$ cat config.mk
export PLATFORM = sky130hd
export DESIGN_NAME = sram_req_arbiter_flat
export DESIGN_NICKNAME = d
export VERILOG_FILES = /design/src/rtl/sram_req_arbiter_if.sv /design/src/rtl/sram_req_arbiter.sv /design/src/flat_wrapper.sv
export SDC_FILE = /design/constraint.sdc
export NUM_CORES = 1
export LEC_CHECK = 0
export BUFFER_PORTS_ARGS = -buffer_cell sky130_fd_sc_hd__buf_2
export CAP_MARGIN = 20
export CORE_AREA = 5 5 110 112
export DETAILED_ROUTE_END_ITERATION = 7
export DIE_AREA = 0 0 115 117
export GPL_ROUTABILITY_DRIVEN = 0
export PLACE_DENSITY = 0.63
export SLEW_MARGIN = 20
export SYNTH_ARGS = -nofsm -noshare
export SYNTH_HDL_FRONTEND = slang
export SYNTH_SLANG_ARGS = --single-unit
export TNS_END_PERCENT = 10
$ cat constraint.sdc
create_clock -name clk -period 2.4 [get_ports clk]
set_input_delay 0 -clock clk [delete_from_list [all_inputs] [get_ports clk]]
set_output_delay 0 -clock clk [all_outputs]
set_load 0.03 [all_outputs]
$ cat src/rtl/sram_req_arbiter_if.sv
// Bundle of channel-side and SRAM-side signals for sram_req_arbiter.
// The "slave" modport is the arbiter's view. It serves the channel masters
// and forwards their requests to the SRAM. The "master" modport is the
// environment's view, which drives the channels and the SRAM responses.
interface sram_req_arbiter_if #(
    parameter int NUM_CH   = 2,
    parameter int AW       = 32,
    parameter int DW       = 32,
    parameter int OT_DEPTH = 4
);
    localparam int CNT_W = $clog2(OT_DEPTH) + 1;

    logic [NUM_CH-1:0]        m_req;
    logic [NUM_CH-1:0]        m_wr;
    logic [2*NUM_CH-1:0]      m_size;
    logic [AW*NUM_CH-1:0]     m_addr;
    logic [(DW/8)*NUM_CH-1:0] m_wstrb;
    logic [DW*NUM_CH-1:0]     m_wdata;
    logic [NUM_CH-1:0]        m_addr_ok;
    logic [NUM_CH-1:0]        m_data_ok;
    logic [DW-1:0]            m_rdata;

    logic                     s_req;
    logic                     s_wr;
    logic [1:0]               s_size;
    logic [AW-1:0]            s_addr;
    logic [DW/8-1:0]          s_wstrb;
    logic [DW-1:0]            s_wdata;
    logic                     s_addr_ok;
    logic                     s_data_ok;
    logic [DW-1:0]            s_rdata;

    logic [CNT_W-1:0]         ot_cnt;

    modport slave (
        input  m_req, m_wr, m_size, m_addr, m_wstrb, m_wdata,
        input  s_addr_ok, s_data_ok, s_rdata,
        output m_addr_ok, m_data_ok, m_rdata,
        output s_req, s_wr, s_size, s_addr, s_wstrb, s_wdata,
        output ot_cnt
    );

    modport master (
        output m_req, m_wr, m_size, m_addr, m_wstrb, m_wdata,
        output s_addr_ok, s_data_ok, s_rdata,
        input  m_addr_ok, m_data_ok, m_rdata,
        input  s_req, s_wr, s_size, s_addr, s_wstrb, s_wdata,
        input  ot_cnt
    );
endinterface

$ cat src/rtl/sram_req_arbiter.sv
// N-to-1 arbiter for SRAM-like request/response channels.
// Requests and responses are forwarded combinationally. The arbiter keeps
// registered bookkeeping only: a grant lock for stalled requests, the
// round-robin pointer, and an in-order FIFO that records which channel
// owns each outstanding response.
module sram_req_arbiter #(
    parameter int NUM_CH   = 2,
    parameter int AW       = 32,
    parameter int DW       = 32,
    parameter int OT_DEPTH = 4,
    parameter int ARB_MODE = 0
) (
    input logic               clk,
    input logic               reset,
    sram_req_arbiter_if.slave bus
);
    localparam int CW = (NUM_CH > 1) ? $clog2(NUM_CH) : 1;
    localparam int PW = $clog2(OT_DEPTH);
    localparam int SW = DW / 8;
    localparam logic [PW:0] FULL_CNT = (PW + 1)'(OT_DEPTH);

    typedef enum logic {
        ST_OPEN,
        ST_LOCKED
    } lock_state_t;

    lock_state_t     state, state_nxt;
    logic [CW-1:0]   lock_ch, lock_ch_nxt;
    logic [CW-1:0]   rr_ptr;
    logic [CW-1:0]   free_grant;
    logic [CW-1:0]   grant;
    logic [NUM_CH-1:0] hi_mask;
    logic [NUM_CH-1:0] req_hi;

    logic [CW-1:0]   order_fifo [OT_DEPTH];
    logic [PW-1:0]   wr_ptr, rd_ptr;
    logic [PW:0]     ot_cnt_q;
    logic [CW-1:0]   head_ch;
    logic            fifo_full, fifo_empty;
    logic            handshake, pop;

    assign fifo_full  = (ot_cnt_q == FULL_CNT);
    assign fifo_empty = (ot_cnt_q == '0);
    assign head_ch    = order_fifo[rd_ptr];

    // Unlocked choice: lowest requester, or in round-robin the lowest requester at or above rr_ptr, falling back to the lowest overall (wrap).
    always_comb begin
        free_grant = '0;
        hi_mask    = '0;
        for (int i = 0; i < NUM_CH; i++) begin
            hi_mask[i] = (CW'(i) >= rr_ptr);
        end
        req_hi = bus.m_req & hi_mask;
        for (int i = NUM_CH - 1; i >= 0; i--) begin
            if (bus.m_req[i]) free_grant = CW'(i);
        end
        if (ARB_MODE == 1 && (|req_hi)) begin
            for (int i = NUM_CH - 1; i >= 0; i--) begin
                if (req_hi[i]) free_grant = CW'(i);
            end
        end
    end

    assign grant = (state == ST_LOCKED) ? lock_ch : free_grant;

    // Slave request path is a pure mux of the granted channel.
    assign bus.s_req   = bus.m_req[grant] && !fifo_full && !reset;
    assign bus.s_wr    = bus.m_wr[grant];
    assign bus.s_size  = bus.m_size[grant*2 +: 2];
    assign bus.s_addr  = bus.m_addr[grant*AW +: AW];
    assign bus.s_wstrb = bus.m_wstrb[grant*SW +: SW];
    assign bus.s_wdata = bus.m_wdata[grant*DW +: DW];

    assign handshake = bus.s_req && bus.s_addr_ok;
    assign pop       = bus.s_data_ok && !fifo_empty && !reset;

    assign bus.m_rdata = bus.s_rdata;
    assign bus.ot_cnt  = ot_cnt_q;

    // Per-channel acknowledges: address ack to the granted channel, data ack to the FIFO head owner.
    always_comb begin
        bus.m_addr_ok = '0;
        bus.m_data_ok = '0;
        if (handshake) bus.m_addr_ok[grant] = 1'b1;
        if (pop)       bus.m_data_ok[head_ch] = 1'b1;
    end

    // A stalled request pins the grant so the slave sees stable fields until it accepts.
    always_comb begin
        state_nxt   = ST_OPEN;
        lock_ch_nxt = lock_ch;
        if (bus.s_req && !bus.s_addr_ok) begin
            state_nxt   = ST_LOCKED;
            lock_ch_nxt = grant;
        end
    end

    // Lock, round-robin pointer and FIFO pointer/count registers.
    always_ff @(posedge clk) begin
        if (reset) begin
            state    <= ST_OPEN;
            lock_ch  <= '0;
            rr_ptr   <= '0;
            wr_ptr   <= '0;
            rd_ptr   <= '0;
            ot_cnt_q <= '0;
        end else begin
            state   <= state_nxt;
            lock_ch <= lock_ch_nxt;
            if (handshake) begin
                wr_ptr <= wr_ptr + PW'(1);
                if (ARB_MODE == 1) begin
                    rr_ptr <= (grant == CW'(NUM_CH - 1)) ? '0 : grant + CW'(1);
                end
            end
            if (pop) rd_ptr <= rd_ptr + PW'(1);
            case ({handshake, pop})
                2'b10:   ot_cnt_q <= ot_cnt_q + 1'b1;
                2'b01:   ot_cnt_q <= ot_cnt_q - 1'b1;
                default: ot_cnt_q <= ot_cnt_q;
            endcase
        end
    end

    // Order FIFO storage; entries are only read while the count says they are valid.
    always_ff @(posedge clk) begin
        if (handshake) order_fifo[wr_ptr] <= grant;
    end
endmodule

$ cat src/flat_wrapper.sv
// flat-port wrapper written by rule: the top's interface ports become plain ports
module sram_req_arbiter_flat 
#(
    parameter int NUM_CH   = 2,
    parameter int AW       = 32,
    parameter int DW       = 32,
    parameter int OT_DEPTH = 4,
    parameter int ARB_MODE = 0
)
  (clk, reset, bus_m_req, bus_m_wr, bus_m_size, bus_m_addr, bus_m_wstrb, bus_m_wdata, bus_s_addr_ok, bus_s_data_ok, bus_s_rdata, bus_m_addr_ok, bus_m_data_ok, bus_m_rdata, bus_s_req, bus_s_wr, bus_s_size, bus_s_addr, bus_s_wstrb, bus_s_wdata, bus_ot_cnt);
  sram_req_arbiter_if #(.NUM_CH(NUM_CH), .AW(AW), .DW(DW), .OT_DEPTH(OT_DEPTH)) bus_i ();
  input logic clk;
  input logic reset;
  input wire logic [$bits(bus_i.m_req)-1:0] bus_m_req;
  input wire logic [$bits(bus_i.m_wr)-1:0] bus_m_wr;
  input wire logic [$bits(bus_i.m_size)-1:0] bus_m_size;
  input wire logic [$bits(bus_i.m_addr)-1:0] bus_m_addr;
  input wire logic [$bits(bus_i.m_wstrb)-1:0] bus_m_wstrb;
  input wire logic [$bits(bus_i.m_wdata)-1:0] bus_m_wdata;
  input wire logic [$bits(bus_i.s_addr_ok)-1:0] bus_s_addr_ok;
  input wire logic [$bits(bus_i.s_data_ok)-1:0] bus_s_data_ok;
  input wire logic [$bits(bus_i.s_rdata)-1:0] bus_s_rdata;
  output wire logic [$bits(bus_i.m_addr_ok)-1:0] bus_m_addr_ok;
  output wire logic [$bits(bus_i.m_data_ok)-1:0] bus_m_data_ok;
  output wire logic [$bits(bus_i.m_rdata)-1:0] bus_m_rdata;
  output wire logic [$bits(bus_i.s_req)-1:0] bus_s_req;
  output wire logic [$bits(bus_i.s_wr)-1:0] bus_s_wr;
  output wire logic [$bits(bus_i.s_size)-1:0] bus_s_size;
  output wire logic [$bits(bus_i.s_addr)-1:0] bus_s_addr;
  output wire logic [$bits(bus_i.s_wstrb)-1:0] bus_s_wstrb;
  output wire logic [$bits(bus_i.s_wdata)-1:0] bus_s_wdata;
  output wire logic [$bits(bus_i.ot_cnt)-1:0] bus_ot_cnt;
  assign bus_i.m_req = bus_m_req;
  assign bus_i.m_wr = bus_m_wr;
  assign bus_i.m_size = bus_m_size;
  assign bus_i.m_addr = bus_m_addr;
  assign bus_i.m_wstrb = bus_m_wstrb;
  assign bus_i.m_wdata = bus_m_wdata;
  assign bus_i.s_addr_ok = bus_s_addr_ok;
  assign bus_i.s_data_ok = bus_s_data_ok;
  assign bus_i.s_rdata = bus_s_rdata;
  assign bus_m_addr_ok = bus_i.m_addr_ok;
  assign bus_m_data_ok = bus_i.m_data_ok;
  assign bus_m_rdata = bus_i.m_rdata;
  assign bus_s_req = bus_i.s_req;
  assign bus_s_wr = bus_i.s_wr;
  assign bus_s_size = bus_i.s_size;
  assign bus_s_addr = bus_i.s_addr;
  assign bus_s_wstrb = bus_i.s_wstrb;
  assign bus_s_wdata = bus_i.s_wdata;
  assign bus_ot_cnt = bus_i.ot_cnt;
  sram_req_arbiter #(.NUM_CH(NUM_CH), .AW(AW), .DW(DW), .OT_DEPTH(OT_DEPTH), .ARB_MODE(ARB_MODE)) u_core (.clk(clk), .reset(reset), .bus(bus_i));
endmodule
==> results of run 1 <==
## metrics by stage
stage | power [mW] | utilization (%) | std cells
4_1_cts | 1.337 | 26.52 | 518
3_3_place_gp | 0.9964 | 25.81 | 514
3_5_place_dp | 1.009 | 25.81 | 514
6_report | 1.317 | 26.60 | 518
5_1_grt | 1.383 | 26.60 | 518
2_1_floorplan | 0.8486 | - | 183
## logic make-up (layout without fill, tap and decap cells)
| family | count (synthesis) | in the layout | synth area share, % |
|---|---|---|---|
| buffers and inverters | 51 | 243 | 18.49 |
| AND/OR/NAND/NOR | 23 | 23 | 6.370 |
| multiplexers | 73 | 73 | 45.55 |
| adder cells (fa/ha/maj) | 6 | 6 | 4.521 |
| flip-flops | 15 | 15 | 18.63 |
| AO/OA/AOI/OAI | 11 | 11 | 4.520 |
| XOR/XNOR | 4 | 4 | 1.918 |
## routing by layer
| layer | wire [um] | share of wire [%] | vias up | track usage, % |
|---|---|---|---|---|
| met5 | 0 | 0 | - | 0 |
| met4 | 50 | 0.66 | 0 | 2.034 |
| met3 | 786 | 10 | 10 | 2.571 |
| met2 | 3942 | 52 | 132 | 16.63 |
| met1 | 2786 | 37 | 923 | 11.18 |
| li1 | - | - | 994 | - |
## layout by cell type, fill, tap and decap left out
master     count
edfxtp_1       4
a211oi_2       1
mux2i_1        1
nor3b_2        1
buf_2        226
a21oi_4        1
and2_1         1
nand3_1        1
dfxtp_1       10
a2111o_1       1
nor2_1        13
nor3b_1        1
xor2_1         2
clkbuf_16      3
o31ai_1        2
mux2_2        71
inv_2          1
ha_1           4
o21ai_0        1
dfxtp_2        1
clkbuf_1       1
nor3_1         1
a211o_2        1
or3_1          1
mux4_2         1
xnor2_1        2
clkinv_2       1
inv_1          8
and3_2         4
fa_1           1
o21ai_2        1
a21oi_1        3
ha_2           1
buf_4          3
## repair_timing
action                     in CTS  in global routing
setup endpoints to repair       0                  1
hold buffers                    0                  0
resized for setup               0                  4
## worst reg2reg max path, cell delays in order, from the launching register on
cell and delay [ns]:
dfxtp_2 0.37, mux2i_1 0.20, a2111o_1 0.20, nor2_1 0.08, inv_2 0.08, ha_2 0.19
inv_1 0.05, fa_1 0.36, xor2_1 0.15, or3_1 0.31, a21oi_1 0.15
## synth_stat cells (all sizes together)
| library cell | number |
|---|---|
| a211o | 1 |
| dfxtp | 11 |
| mux2i | 1 |
| clkinv | 1 |
| a2111o | 1 |
| inv | 9 |
| mux4 | 1 |
| buf | 40 |
| fa | 1 |
| clkbuf | 1 |
| and3 | 4 |
| o21ai | 2 |
| nor2 | 13 |
| xnor2 | 2 |
| nor3b | 2 |
| or3 | 1 |
| and2 | 1 |
| xor2 | 2 |
| edfxtp | 4 |
| nand3 | 1 |
| nor3 | 1 |
| o31ai | 2 |
| mux2 | 71 |
| a211oi | 1 |
| a21oi | 4 |
| ha | 5 |
## worst min-delay path by stage
stage	cells after the start	start	to
global placement	0	bus_s_rdata[12]	bus_m_rdata[12]
global route	0	bus_s_rdata[20]	bus_m_rdata[20]
detailed placement	0	bus_s_rdata[12]	bus_m_rdata[12]
finish	0	bus_s_rdata[0]	bus_m_rdata[0]
floorplan	1	bus_s_addr_ok	u_core.state
CTS	0	bus_s_rdata[12]	bus_m_rdata[12]
## cell type report
class	count	area (um2)
Timing Repair Buffer	229	1154
Fill cell	1201	8167
Inverter	10	38.79
Tap cell	143	178.9
Multi-Input combinational cell	117	1167
Clock buffer	4	78.83
Sequential cell	15	341.6
## power groups by stage
stage                     clock [mW]  combinational [mW]  sequential, mW
after floorplan                    0               0.548           0.301
after global placement             0               0.701           0.295
after detailed placement           0               0.712           0.297
after CTS                      0.328               0.716           0.292
after global routing           0.331               0.755           0.296
final                          0.315               0.709           0.293
==> impl_metrics.json, run 1 <==
{
  "syn-num-nets": 369,
  "grt_usage_pct": 9.315,
  "cp-startpoint": "u_core.lock_ch",
  "cp_top_family": "adder cells",
  "totalWireLength_um": 7565,
  "grt_pass1_wl_um": 10090,
  "grt_pass1_vias": 2037,
  "numCtsBuffers": 3,
  "grt_max_degree": 52,
  "ys_seq_elements": 15,
  "cp.required_ns": 2.57,
  "clk_pin_slew_ns": 0.04,
  "drtAntennaViolNets": 0,
  "h-tree-depth": 1,
  "cpPeakStageDelay_ns": 0.37,
  "period_share_pct": 91.89,
  "design.core.area_mm2": 0.01113,
  "ir_drop_mv": 0.3112,
  "start_util_pct": 16.42,
  "dieHeight_um": 117,
  "rr_startpoint": "u_core.lock_ch",
  "cts_root_buf": "clkbuf_16",
  "num_vias": 2059,
  "dp_slack_ns": 0.08496,
  "clk_latency_ns": 0.24,
  "cp_max_fo": 4,
  "cp.arrival_ns": 2.38,
  "netSwitchingFraction_pct": 39.79,
  "switching_power_mw": 0.5241,
  "max_cap_viol_count": 0,
  "synth_top_area_share_pct": 43.77,
  "io_pins": 291,
  "cellInternalPower_mw": 0.7931,
  "via_per_inst": 3.975,
  "reg2regPathDepth": 10,
  "grt_overflow": 0,
  "nets": 562,
  "final-setup-viol-count": 0,
  "period_needed_ns": 2.205,
  "io_buffers": 226,
  "outcome": "finished clean",
  "layout_setup_ws_ns": 0.1945,
  "slew_viol_final": 0,
  "die_area_mm2": 0.01346,
  "dp_hpwl_um": 6723,
  "cts_tree": "built",
  "yosys_warnings": 0,
  "finalHoldViolCount": 0,
  "clock_power_share_pct": 23.9,
  "drt-initial-drc-count": 54,
  "path_class": "register to register",
  "reg2reg_to": "u_core.bus.ot_cnt[2]",
  "r2r_slack_ns": 0.19,
  "synth-seq-area-share_pct": 18.63,
  "crit_chain": "mux2i_1, a2111o_1, nor2_1, inv_2, ha_2, inv_1, fa_1, xor2_1, or3_1, a21oi_1",
  "tns_ns": 0,
  "route.detailed.drc": 0,
  "antenna_found_initial": 0,
  "placementRows": 39,
  "power_frac_comb_pct": 53.8,
  "yosysUniqueCellTypes": 28,
  "cp.depth": 10,
  "syn-instance-count": 183,
  "syn_avg_cell_area_um2": 9.982,
  "syn_area_mm2": 0.001827,
  "detail_route.first_pass.iterations": 4,
  "design_area_mm2": 0.002959,
  "max_freq_mhz": 453.4,
  "diodes": 0,
  "slowest_stage": "dfxtp_2",
  "hold_class": "input port to output port",
  "wl_per_cell_um": 14.60,
  "cts.sinks": 15,
  "relSlewSlack_pct": 58.24,
  "place_area_mm2": 0.002872,
  "ctsLongestPathBuffers": 2,
  "synthTopCellsByArea": "mux2_2, buf_4, dfxtp_1",
  "worst_clock_skew_ns": 0.001055,
  "crit_path_end_kind": "register",
  "die_x_um": 115,
  "syn2layout_area_growth_pct": 61.99,
  "p_per_area_mw_per_mm2": 445.1,
  "cts_setup_buffers": 0,
  "holdWs_ns": 0.00001162,
  "critPathBufInv": 2,
  "tightest_slew_ns": 0.6264,
  "critPathCapture": "u_core.bus.ot_cnt[2]",
  "drive_gt1_share_pct": 84.53,
  "startpoint_type": "register",
  "leakage_nw": 1.540,
  "synth_top_area_cell": "mux2_2",
  "seq_power_share_pct": 22.2
}
Power figures use the tool's default switching activity.
==> run 2: changes to the inputs <==
- CORE_AREA: 5 5 110 112 -> 2 2 113 115
- PLACE_DENSITY: 0.63 -> 0.59
==> impl_metrics.json, run 2 (synthesized netlist as in run 1, its figures left out) <==
{
  "max_cap_viol_count": 0,
  "cts_setup_buffers": 0,
  "cp_top_family": "adder cells",
  "cts_root_buf": "clkbuf_16",
  "period_share_pct": 93.44,
  "syn2layout_area_growth_pct": 63.15,
  "drtAntennaViolNets": 0,
  "leakage_nw": 1.550,
  "tightest_slew_ns": 0.3517,
  "use_met1_pct": 13.05,
  "hold_buffers": 0,
  "startpoint_type": "register",
  "cts.sinks": 15,
  "cts_tree": "built",
  "via_per_inst": 3.930,
  "clk_latency_ns": 0.25,
  "period_needed_ns": 2.243,
  "cpPeakStageDelay_ns": 0.38,
  "slowest_stage": "fa_1",
  "layout_setup_ws_ns": 0.1574,
  "hold_depth": 0,
  "start_util_pct": 14.84,
  "numCtsBuffers": 3,
  "final_util_pct": 24.21,
  "critPathBufInv": 2,
  "ctsLongestPathBuffers": 2,
  "design.core.area_mm2": 0.01231,
  "final-setup-viol-count": 0,
  "cp.arrival_ns": 2.42,
  "drt-initial-drc-count": 39,
  "path_class": "register to register",
  "grt_usage_pct": 9.480,
  "detail_route.first_pass.iterations": 4,
  "totalWireLength_um": 7814,
  "finalPower_mw": 1.341,
  "rsz0062_at_grt": "no",
  "crit_chain": "mux2i_1, a2111o_1, nor2_1, inv_2, ha_1, inv_1, fa_1, xor2_1, or3_1, a21oi_1",
  "nFillCells": 1333,
  "grt_overflow": 0,
  "drive_gt1_share_pct": 84.80,
  "route.detailed.drc": 0,
  "ff_latch_area_um2": 342.8,
  "reg2regPathDepth": 10,
  "antenna_found_initial": 0,
  "h-tree-depth": 1,
  "worst_clock_skew_ns": 0.004213,
  "relSlewSlack_pct": 76.50,
  "clk_pin_slew_ns": 0.05,
  "die_x_um": 115,
  "tns_ns": 0,
  "multi_input_area_mm2": 0.001165,
  "busiest_layer": "met2",
  "grtUsageMet2_pct": 16.12,
  "cp.required_ns": 2.58,
  "r2r_slack_ns": 0.16,
  "io_buffers": 226,
  "met3_usage_pct": 1.442,
  "io_pins": 291,
  "grt_pass1_vias": 1747,
  "dp_slack_ns": 0.04277,
  "diodes": 0,
  "grt_pass1_wl_um": 9694,
  "cp.depth": 10,
  "dp_hpwl_um": 6959,
  "dieHeight_um": 117,
  "finalHoldViolCount": 0,
  "slew_viol_final": 0,
  "hold_class": "input port to output port",
  "num_vias": 2063,
  "final_common_cell": "buf_2",
  "p_per_area_mw_per_mm2": 449.8,
  "grt_max_degree": 55,
  "crit_path_end_kind": "register",
  "ir_drop_mv": 0.2228,
  "placementRows": 41,
  "die_area_mm2": 0.01346,
  "holdWs_ns": 0.00001319,
  "final_cell_mix": "buf_2, mux2_2, nor2_1",
  "wl_per_cell_um": 14.88,
  "max_freq_mhz": 445.9,
  "outcome": "finished clean",
  "nets": 562,
  "cp_max_fo": 4
}
-- run 2: cell count changes in the layout (fill, tap and decap cells not counted), sizes merged --
cell | previous run | this run
clkbuf | 4 | 3
clkinv | 1 | 2
-- run 2: per-layer routing --
metal	part of all wire [%]	wire, um
met4	0.31	24
met1	41	3219
met5	0	0
met2	51	3965
met3	7.7	605
-- run 2: worst paths after layout --
path,start,endpoint
max,u_core.lock_ch,u_core.bus.ot_cnt[2]
min,bus_s_rdata[1],bus_m_rdata[1]
max reg2reg,u_core.lock_ch,u_core.bus.ot_cnt[2]
min reg2reg,u_core.wr_ptr[0],u_core.wr_ptr[0]
-- run 2: power by group --
part           switching, mW  internal (mW)  total, mW  leakage (nW)
sequential            0.0146          0.278      0.293         0.127
combinational          0.427          0.295      0.722          1.38
clock                  0.104          0.222      0.326        0.0409
-- run 2: through the flow --
step / cells / cell area (um2)
floorplan: 183 / 1827
global placement: 521 / 2893
detailed placement: 521 / 2893
CTS: 525 / 2973
global route: 525 / 2980
finish: 525 / 2980
-- run 2: area by class of cell --
type	instances	share of cell area, %
Clock inverter	1	0.1679
Timing Repair Buffer	229	39.13
Clock buffer	3	2.519
Tap cell	150	6.297
Sequential cell	15	11.50
Inverter	10	1.301
Multi-Input combinational cell	117	39.08
-- run 2: what timing repair did --
item	in CTS	in global routing
endpoints found under the setup margin	0	2
gates resized for setup	0	4
hold endpoints to repair	0	0
